## src/rtl/instr_dispatch_if.sv

```systemverilog
// rtl/instr_dispatch_if.sv - Sequencer-side signal bundle for the instruction dispatch stage
//
// Carries the control-SM handshake (start/abort/ir_load/dr_in), the
// sequencer entry/return codes (IROut/IRIn) and the status outputs.
// Modport slave : the dispatch block (inputs start..IRIn, drives the rest).
// Modport master: the control/sequencer side driving the dispatch block.
interface instr_dispatch_if #(
    parameter int DATA_W = 8,
    parameter int CODE_W = 6,
    parameter int CNT_W  = 16
) ();
    logic              start;
    logic              abort;
    logic              ir_load;
    logic [DATA_W-1:0] dr_in;
    logic [CODE_W-1:0] IRIn;
    logic [CODE_W-1:0] IROut;
    logic [DATA_W-1:0] ir_q;
    logic              running;
    logic              halted;
    logic              illegal_op;
    logic [CNT_W-1:0]  instr_count;

    modport slave (
        input  start, abort, ir_load, dr_in, IRIn,
        output IROut, ir_q, running, halted, illegal_op, instr_count
    );

    modport master (
        output start, abort, ir_load, dr_in, IRIn,
        input  IROut, ir_q, running, halted, illegal_op, instr_count
    );
endinterface

```

## src/rtl/instr_dispatch.sv

```systemverilog
// rtl/instr_dispatch.sv - Instruction register and opcode dispatch ahead of the microcode sequencer
//
// Ports:
//   clk   - system clock, rising edge
//   rst_n - synchronous active-low reset
//   bus   - instr_dispatch_if.slave:
//           start/abort     run control from the control SM
//           ir_load/dr_in   load IR from the data register
//           IRIn            sequencer return code (FETCH_CODE = done, HALT_CODE = halt)
//           IROut           entry code presented to the sequencer
//           ir_q            instruction register
//           running/halted  state status
//           illegal_op      sticky illegal-opcode flag
//           instr_count     IR loads since reset (wraps)
module instr_dispatch #(
    parameter int DATA_W     = 8,
    parameter int CODE_W     = 6,
    parameter int CNT_W      = 16,
    parameter int FETCH_CODE = 1,
    parameter int NOP_CODE   = 56,
    parameter int HALT_CODE  = 57
) (
    input  logic           clk,
    input  logic           rst_n,
    instr_dispatch_if.slave bus
);

    localparam logic [CODE_W-1:0] FETCH_C = CODE_W'(FETCH_CODE);
    localparam logic [CODE_W-1:0] NOP_C   = CODE_W'(NOP_CODE);
    localparam logic [CODE_W-1:0] HALT_C  = CODE_W'(HALT_CODE);

    typedef enum logic [1:0] {
        S_IDLE  = 2'd0,
        S_FETCH = 2'd1,
        S_EXEC  = 2'd2,
        S_HALT  = 2'd3
    } state_t;

    state_t            state_q, state_d;
    logic [CODE_W-1:0] iro_q, iro_d;
    logic [DATA_W-1:0] ir_q, ir_d;
    logic [CNT_W-1:0]  cnt_q, cnt_d;
    logic              ill_q, ill_d;
    logic              running_q, halted_q;
    logic [CODE_W-1:0] opc;

    // Opcodes with a micro-sequence behind them; everything else becomes NOP.
    function automatic logic is_legal(input logic [CODE_W-1:0] code);
        int c;
        c = int'(code);
        return c inside {4, 8, 12, 14, 16, 18, 21, 24, 27, 30, 33, [36:52], 55, 56, 57};
    endfunction

    assign opc = bus.dr_in[CODE_W-1:0];

    always_comb begin
        state_d = state_q;
        iro_d   = iro_q;
        ir_d    = ir_q;
        cnt_d   = cnt_q;
        ill_d   = ill_q;

        case (state_q)
            S_IDLE: begin
                iro_d = '0;
                if (bus.start && !bus.abort) begin
                    state_d = S_FETCH;
                    iro_d   = FETCH_C;
                end
            end
            S_FETCH: begin
                iro_d = FETCH_C;
                if (bus.ir_load) begin
                    ir_d    = bus.dr_in;
                    cnt_d   = cnt_q + 1'b1;
                    state_d = S_EXEC;
                    // HALT_CODE is in the legal set, so it dispatches unchanged.
                    if (is_legal(opc)) begin
                        iro_d = opc;
                    end else begin
                        iro_d = NOP_C;
                        ill_d = 1'b1;
                    end
                end
            end
            S_EXEC: begin
                // Level check is safe: the sequencer drops IRIn to 0 on its
                // first fetch step, so a stale end code is never re-seen here.
                if (bus.IRIn == HALT_C) begin
                    state_d = S_HALT;
                    iro_d   = HALT_C;
                end else if (bus.IRIn == FETCH_C) begin
                    state_d = S_FETCH;
                    iro_d   = FETCH_C;
                end
            end
            S_HALT: begin
                iro_d = HALT_C;
                if (bus.start) begin
                    state_d = S_FETCH;
                    iro_d   = FETCH_C;
                end
            end
            default: begin
                state_d = S_IDLE;
                iro_d   = '0;
            end
        endcase

        // abort wins over everything else, but keeps IR, count and the flag.
        if (bus.abort && state_q != S_IDLE) begin
            state_d = S_IDLE;
            iro_d   = '0;
            ir_d    = ir_q;
            cnt_d   = cnt_q;
            ill_d   = ill_q;
        end
    end

    always_ff @(posedge clk) begin
        if (!rst_n) begin
            state_q   <= S_IDLE;
            iro_q     <= '0;
            ir_q      <= '0;
            cnt_q     <= '0;
            ill_q     <= 1'b0;
            running_q <= 1'b0;
            halted_q  <= 1'b0;
        end else begin
            state_q   <= state_d;
            iro_q     <= iro_d;
            ir_q      <= ir_d;
            cnt_q     <= cnt_d;
            ill_q     <= ill_d;
            running_q <= (state_d == S_FETCH) || (state_d == S_EXEC);
            halted_q  <= (state_d == S_HALT);
        end
    end

    assign bus.IROut       = iro_q;
    assign bus.ir_q        = ir_q;
    assign bus.running     = running_q;
    assign bus.halted      = halted_q;
    assign bus.illegal_op  = ill_q;
    assign bus.instr_count = cnt_q;

endmodule

```

## src/flat_wrapper.sv

```systemverilog
// flat-port wrapper written by rule: the top's interface ports become plain ports
module instr_dispatch_flat 
#(
    parameter int DATA_W     = 8,
    parameter int CODE_W     = 6,
    parameter int CNT_W      = 16,
    parameter int FETCH_CODE = 1,
    parameter int NOP_CODE   = 56,
    parameter int HALT_CODE  = 57
)
  (clk, rst_n, bus_start, bus_abort, bus_ir_load, bus_dr_in, bus_IRIn, bus_IROut, bus_ir_q, bus_running, bus_halted, bus_illegal_op, bus_instr_count);
  instr_dispatch_if #(.DATA_W(DATA_W), .CODE_W(CODE_W), .CNT_W(CNT_W)) bus_i ();
  input  logic clk;
  input  logic rst_n;
  input wire logic [$bits(bus_i.start)-1:0] bus_start;
  input wire logic [$bits(bus_i.abort)-1:0] bus_abort;
  input wire logic [$bits(bus_i.ir_load)-1:0] bus_ir_load;
  input wire logic [$bits(bus_i.dr_in)-1:0] bus_dr_in;
  input wire logic [$bits(bus_i.IRIn)-1:0] bus_IRIn;
  output wire logic [$bits(bus_i.IROut)-1:0] bus_IROut;
  output wire logic [$bits(bus_i.ir_q)-1:0] bus_ir_q;
  output wire logic [$bits(bus_i.running)-1:0] bus_running;
  output wire logic [$bits(bus_i.halted)-1:0] bus_halted;
  output wire logic [$bits(bus_i.illegal_op)-1:0] bus_illegal_op;
  output wire logic [$bits(bus_i.instr_count)-1:0] bus_instr_count;
  assign bus_i.start = bus_start;
  assign bus_i.abort = bus_abort;
  assign bus_i.ir_load = bus_ir_load;
  assign bus_i.dr_in = bus_dr_in;
  assign bus_i.IRIn = bus_IRIn;
  assign bus_IROut = bus_i.IROut;
  assign bus_ir_q = bus_i.ir_q;
  assign bus_running = bus_i.running;
  assign bus_halted = bus_i.halted;
  assign bus_illegal_op = bus_i.illegal_op;
  assign bus_instr_count = bus_i.instr_count;
  instr_dispatch #(.DATA_W(DATA_W), .CODE_W(CODE_W), .CNT_W(CNT_W), .FETCH_CODE(FETCH_CODE), .NOP_CODE(NOP_CODE), .HALT_CODE(HALT_CODE)) u_core (.clk(clk), .rst_n(rst_n), .bus(bus_i));
endmodule
```

## config.mk

```make
export PLATFORM = sky130hd
export DESIGN_NAME = instr_dispatch_flat
export DESIGN_NICKNAME = d
export VERILOG_FILES = /design/src/rtl/instr_dispatch_if.sv /design/src/rtl/instr_dispatch.sv /design/src/flat_wrapper.sv
export SDC_FILE = /design/constraint.sdc
export NUM_CORES = 1
export LEC_CHECK = 0
export BUFFER_PORTS_ARGS = -buffer_cell sky130_fd_sc_hd__buf_2
export CORE_MARGIN = 2
export CORE_UTILIZATION = 46
export DETAILED_ROUTE_END_ITERATION = 7
export GPL_TIMING_DRIVEN = 0
export PLACE_DENSITY = 0.75
export SLEW_MARGIN = 20
export SYNTH_ARGS = -nofsm -noshare
export SYNTH_HDL_FRONTEND = slang
export SYNTH_SLANG_ARGS = --single-unit
```

## constraint.sdc

```tcl
create_clock -name clk -period 1.8 [get_ports clk]
set_clock_uncertainty 0.05 [all_clocks]
set_input_delay 0.09 -clock clk [delete_from_list [all_inputs] [get_ports clk]]
set_output_delay 0.09 -clock clk [all_outputs]
set_load 0.05 [all_outputs]
```

* Word-level counts from Yosys, hierarchy flattened
Cells that the tools add are included.
** Word-level totals
- Bits of input ports :: 19
- Logic and storage cells :: 61
- Output and inout port bits :: 33
- Register bits after elaboration :: 35
** Cells by class
- Bitwise logic cells :: 3
- Reductions and logical operators :: 11
- Equality and inequality tests :: 23
- Multiplexer cells :: 14
- Magnitude comparators :: 2
- $add $sub $neg :: 1
** Operators with widths (count)
- 6-bit by 5-bit == test with 1-bit output (second input constant) :: 6
- 6-bit == test (second input constant) :: 5
- 6-bit two-way mux :: 5
- 6-bit case mux with 4 select lines :: 1
- 6-bit by 4-bit == test with 1-bit output (second input constant) :: 3
- 16-bit by 1-bit adder with 16-bit output (second input constant) :: 1
- 15-bit nonzero test :: 1
- 2-bit two-way mux :: 6
- 2-bit == test (second input constant) :: 4
- 2-bit case mux with 4 select lines :: 1
- 6-bit by 1-bit == test with 1-bit output (second input constant) :: 1
- 6-bit by 3-bit == test with 1-bit output (second input constant) :: 1
- 6-bit greater-or-equal comparator (second input constant) :: 1
- 6-bit less-or-equal comparator (second input constant) :: 1
- 2-bit by 1-bit == test with 1-bit output (second input constant) :: 2
- 4-bit AND reduction :: 1
- 1-bit logical AND :: 3
- 3-bit by 1-bit != test with 1-bit output (second input constant) :: 1
- 1-bit inverter :: 3
- 3-bit AND reduction :: 1
- 2-bit zero test :: 1
- 2-bit nonzero test :: 1
- 2-bit OR reduction :: 1
- 1-bit zero test :: 1
- 2 further kinds :: 2

* Logic depth before layout (Yosys ltp)
- Depth in word-level cells :: 7
- Gate-level depth with buffers :: 8

* Worst setup path after synthesis
OpenSTA, ideal clock, no wires.
- Kind :: register -> register
- Start point :: register u_core.cnt_q[0] (netlist: u_core.bus.instr_count[0])
- End point :: register u_core.cnt_q[10] (netlist: u_core.bus.instr_count[10])
- Stages on the path, launching flop included :: 6
- Buffers on the path :: 0
- Slack :: 0.012 ns
- Arrival time :: 1.668 ns
- Period minus slack after synthesis :: 1.788 ns
- Path through :: dfxtp_1 > ha_1 > and4_4 > nand2_2 > or3_1 > a21boi_1
** On the way
- Cells in the longest elaborated chain, start to end :: 1
** RTL lines
- start: declaration :: line instr_dispatch.sv:42 : logic [CNT_W-1:0] cnt_q, cnt_d;
- start signal: assignment :: line instr_dispatch.sv:133 : cnt_q <= cnt_d;
- 16-bit by 1-bit adder with 16-bit output :: line instr_dispatch.sv:75 : cnt_d = cnt_q + 1'b1;
Every way passes these cells.
A chain may end at the register's enable or synchronous reset.

* Worst setup path in the final report
- Start point :: register u_core.state_q[1]
- End point :: register u_core.running_q (netlist: u_core.bus.running)
** On the way
- Elaborated cells between the ends (all ways) :: 16
- Classes of those cells :: eq/ne: 5; mux: 7; reduce/logical: 4
** RTL lines
- start: declaration :: line instr_dispatch.sv:39 : state_t state_q, state_d;
- start signal: assignment :: line instr_dispatch.sv:130 : state_q <= state_d;
- 2-bit == test (tied with other cells) :: line instr_dispatch.sv:63 : case (state_q)
- 2-bit case mux with 4 select lines / 1-bit logical AND (equally long branches) :: line instr_dispatch.sv:63, instr_dispatch.sv:111
- 2-bit two-way mux * :: line instr_dispatch.sv:111 : if (bus.abort && state_q != S_IDLE) begin
- named net u_core.state_d[0] :: line instr_dispatch.sv:39
- 2-bit by 1-bit == test with 1-bit output / 2-bit == test (equally long branches) :: line instr_dispatch.sv:135 : running_q <= (state_d == S_FETCH) || (state_d == S_EXEC);
- 1-bit logical OR * :: line instr_dispatch.sv:135
- end signal: assignment :: line instr_dispatch.sv:135
- end: declaration :: line instr_dispatch.sv:44 : logic running_q, halted_q;
The timed path passes the listed nets; every way through them passes the cells marked *.

==> impl_metrics.ini <==
[outcome]
status = complete, no violations

[floorplanning]
rows = 22
die_h_um = 65.71
core_sq_um = 3661
ios = 52
die_w_um = 65.71
die_area_sq_um = 4318
start_util_pct = 47.85

[placed_design]
place_area_sq_um = 2052
portBuffers = 48
pre_cts_slack_ns = -0.09738
gp_congestion = 0.8188
dp_hpwl_mm = 2.730

[setup_path]
crit_fanout = 10
r2r_cells = 7
timing.rr.end = u_core.bus.running
cp.arrival_ns = 1.83
reg2reg_slack_ns = 0.1
critPathRequiredTime_ns = 1.93
worstSetupEndpoint = u_core.bus.running
start_kind = register
cp-startpoint = u_core.state_q[1]
end_kind = register
r2r-start = u_core.state_q[1]
setup.worst_path.class = register to register

[cts]
cts_tree = yes
cts_max_path_buffers = 2
h-tree-depth = 2
cts_made_buffers = 5
post_cts_buffers = 0
cts_root_buf = clkbuf_8
clkSinkCount = 35
clk_pin_slew_worst_paths_ns = 0.07
clk_latency_ns = 0.28

[route]
drt_iter0_drc = 43
drt_pre_antenna_iters = 4
drc = 0
routed_wl_mm = 3.793
vias_per_cell = 5.151
num_vias = 1602
final_antenna_net_count = 0
wire_per_inst_um = 12.20

[synthesis]
seq_area_frac_synth_pct = 40.00
synth_cells = 209
yosys.area.top_type_share_pct = 40.00
syn_area_per_cell_sq_um = 8.381
mappedNetlistArea_sq_um = 1752
yosys_most_used_dff = dfxtp_1
synth_cell_types = 39
synth-seq-cells = 35
syn_nets = 230
yosys.area.top_type = dfxtp_1
async_reset_ff_share_pct = 0
synth_edf_count = 0
synth.area.top_cells = dfxtp_1 40%, nand2_1 6.9%, and2_1 4.3%
yosys_warnings = 0

[cells_and_area]
ff_latch_area_sq_um = 700.7
final_nets = 284
fill_cells = 361
fin_area_sq_um = 2150
syn2layout_area_growth_pct = 22.71
final_cell_mix = 54 x buf_2, 35 x dfxtp_1, 32 x nand2_1
antennaDiodeCount = 0
drive_gt1_share_pct = 26.62
layout_commonest_cell = buf_2
multi_input_area_sq_um = 1001

[power]
peakVddDrop_mv = 0.4356
power.total_uw = 1540
cellPowerDensity_nw_per_um2 = 716.4
p_leak_uw = 0.0009014

[global_routing]
grt.total_usage_pct = 18.03
grt_pass1_vias = 1428
grt_max_degree = 11
antenna_found_initial = 0
grt_pass1_wl_mm = 6.085
grt-ovfl-total = 0

[timing]
tns_ns = 0
worst_slew_pin_slew_ns = 0.4225
rsz0062_at_grt = no
slew_violations = 0
period_share_pct = 94.52
worst_slack_ns = 0.09870
setup_viol = 0
slew_headroom_pct = 71.83
fin_crit_ns = 1.701
hold_violations = 0
max_freq_mhz = 587.8

[worst_hold_path]
hp-start = bus_dr_in[7]
hp-class = input pin to register

[run]
cap_violations = 0
==> cells by family after synthesis <==
| family | share of synthesized area (%) |
|---|---|
| fa+ha+maj | 1.428 |
| simple gates | 32.07 |
| flops | 40.00 |
| buf+inv | 3.643 |
| compound gates | 16.86 |
| xor+xnor | 6.000 |
==> worst max-delay path: stages (launching register included) <==
cell and delay, ns:
dfxtp_1 0.33, buf_2 0.20, nand2b_1 0.07, a21oi_1 0.20, and2_4 0.24, nor4_2 0.06
ha_1 0.30, and2_1 0.15
==> synth_stat cells (3+ instances only) <==
| library cell | instances |
|---|---|
| clkbuf_1 | 5 |
| nand3_1 | 5 |
| nor2b_1 | 9 |
| nor3b_1 | 5 |
| a21boi_0 | 9 |
| a21oi_1 | 11 |
| nor3_1 | 6 |
| and2_1 | 12 |
| or3_1 | 3 |
| xnor2_1 | 8 |
| buf_2 | 6 |
| o22ai_1 | 3 |
| nand4_1 | 6 |
| dfxtp_1 | 35 |
| o21ai_0 | 8 |
| xor2_1 | 4 |
| nand2b_1 | 6 |
| nor2_1 | 8 |
| nand2_1 | 32 |
| o21a_1 | 3 |
==> sequential cells by signal, summed over array words and instances, names as in the netlist <==
| signal | flops |
|---|---|
| u_core.bus.running | 1 |
| u_core.bus.instr_count | 16 |
| u_core.bus.IROut | 6 |
| u_core.bus.ir_q | 8 |
| u_core.bus.halted | 1 |
| u_core.bus.illegal_op | 1 |
| u_core.state_q | 2 |
==> repair_timing <==
item / 4_1_cts / 5_1_grt
resized for setup: 1 / 4
endpoints found under the setup margin: 2 / 6
pin swaps: 0 / 2
hold endpoints to repair: 0 / 0
hold buffers: 0 / 0
==> through the flow <==
stage,hold WS (ns),cells,utilization [%]
2_1_floorplan,0.1849,209,-
3_3_place_gp,0.2912,305,56.05
3_5_place_dp,0.3085,305,56.05
4_1_cts,0.01314,311,58.37
5_1_grt,0.02978,311,58.71
6_report,0.01753,311,58.71
==> per-layer routing <==
metal / global-route usage [%] / share of wire (%)
met4: 6.250 / 1.1
met1: 21.79 / 44
met5: 0 / 0
met3: 5.308 / 6.0
met2: 30.30 / 49
==> worst min path at each step <==
| stage | end | slack, ns | depth (start not counted) |
|---|---|---|---|
| after floorplan | u_core.bus.ir_q[7] | 0.18 | 2 |
| after global placement | u_core.bus.ir_q[6] | 0.29 | 3 |
| after detailed placement | u_core.bus.ir_q[6] | 0.31 | 3 |
| after CTS | u_core.bus.ir_q[6] | 0.01 | 3 |
| after global routing | u_core.bus.ir_q[7] | 0.03 | 3 |
| final | u_core.bus.ir_q[7] | 0.02 | 3 |
==> power by group <==
| group | total (uW) | leakage (uW) | switching (uW) | internal (uW) |
|---|---|---|---|---|
| Sequential | 792 | 0.000283 | 5.40 | 786 |
| Combinational | 185 | 0.000572 | 118 | 66.5 |
| Clock | 563 | 0.0000470 | 263 | 300 |
==> layout make-up <==
cell class	count	share of cell area [%]
multi-input cells	160	46.57
flip-flops and latches	35	32.60
repair buffers	48	11.18
clock buffers	6	3.842
well taps	48	2.794
plain buffers	11	2.445
inverters	2	0.3492
clock inverters	1	0.2328
Note: power is estimated with default switching activity, not from simulation.
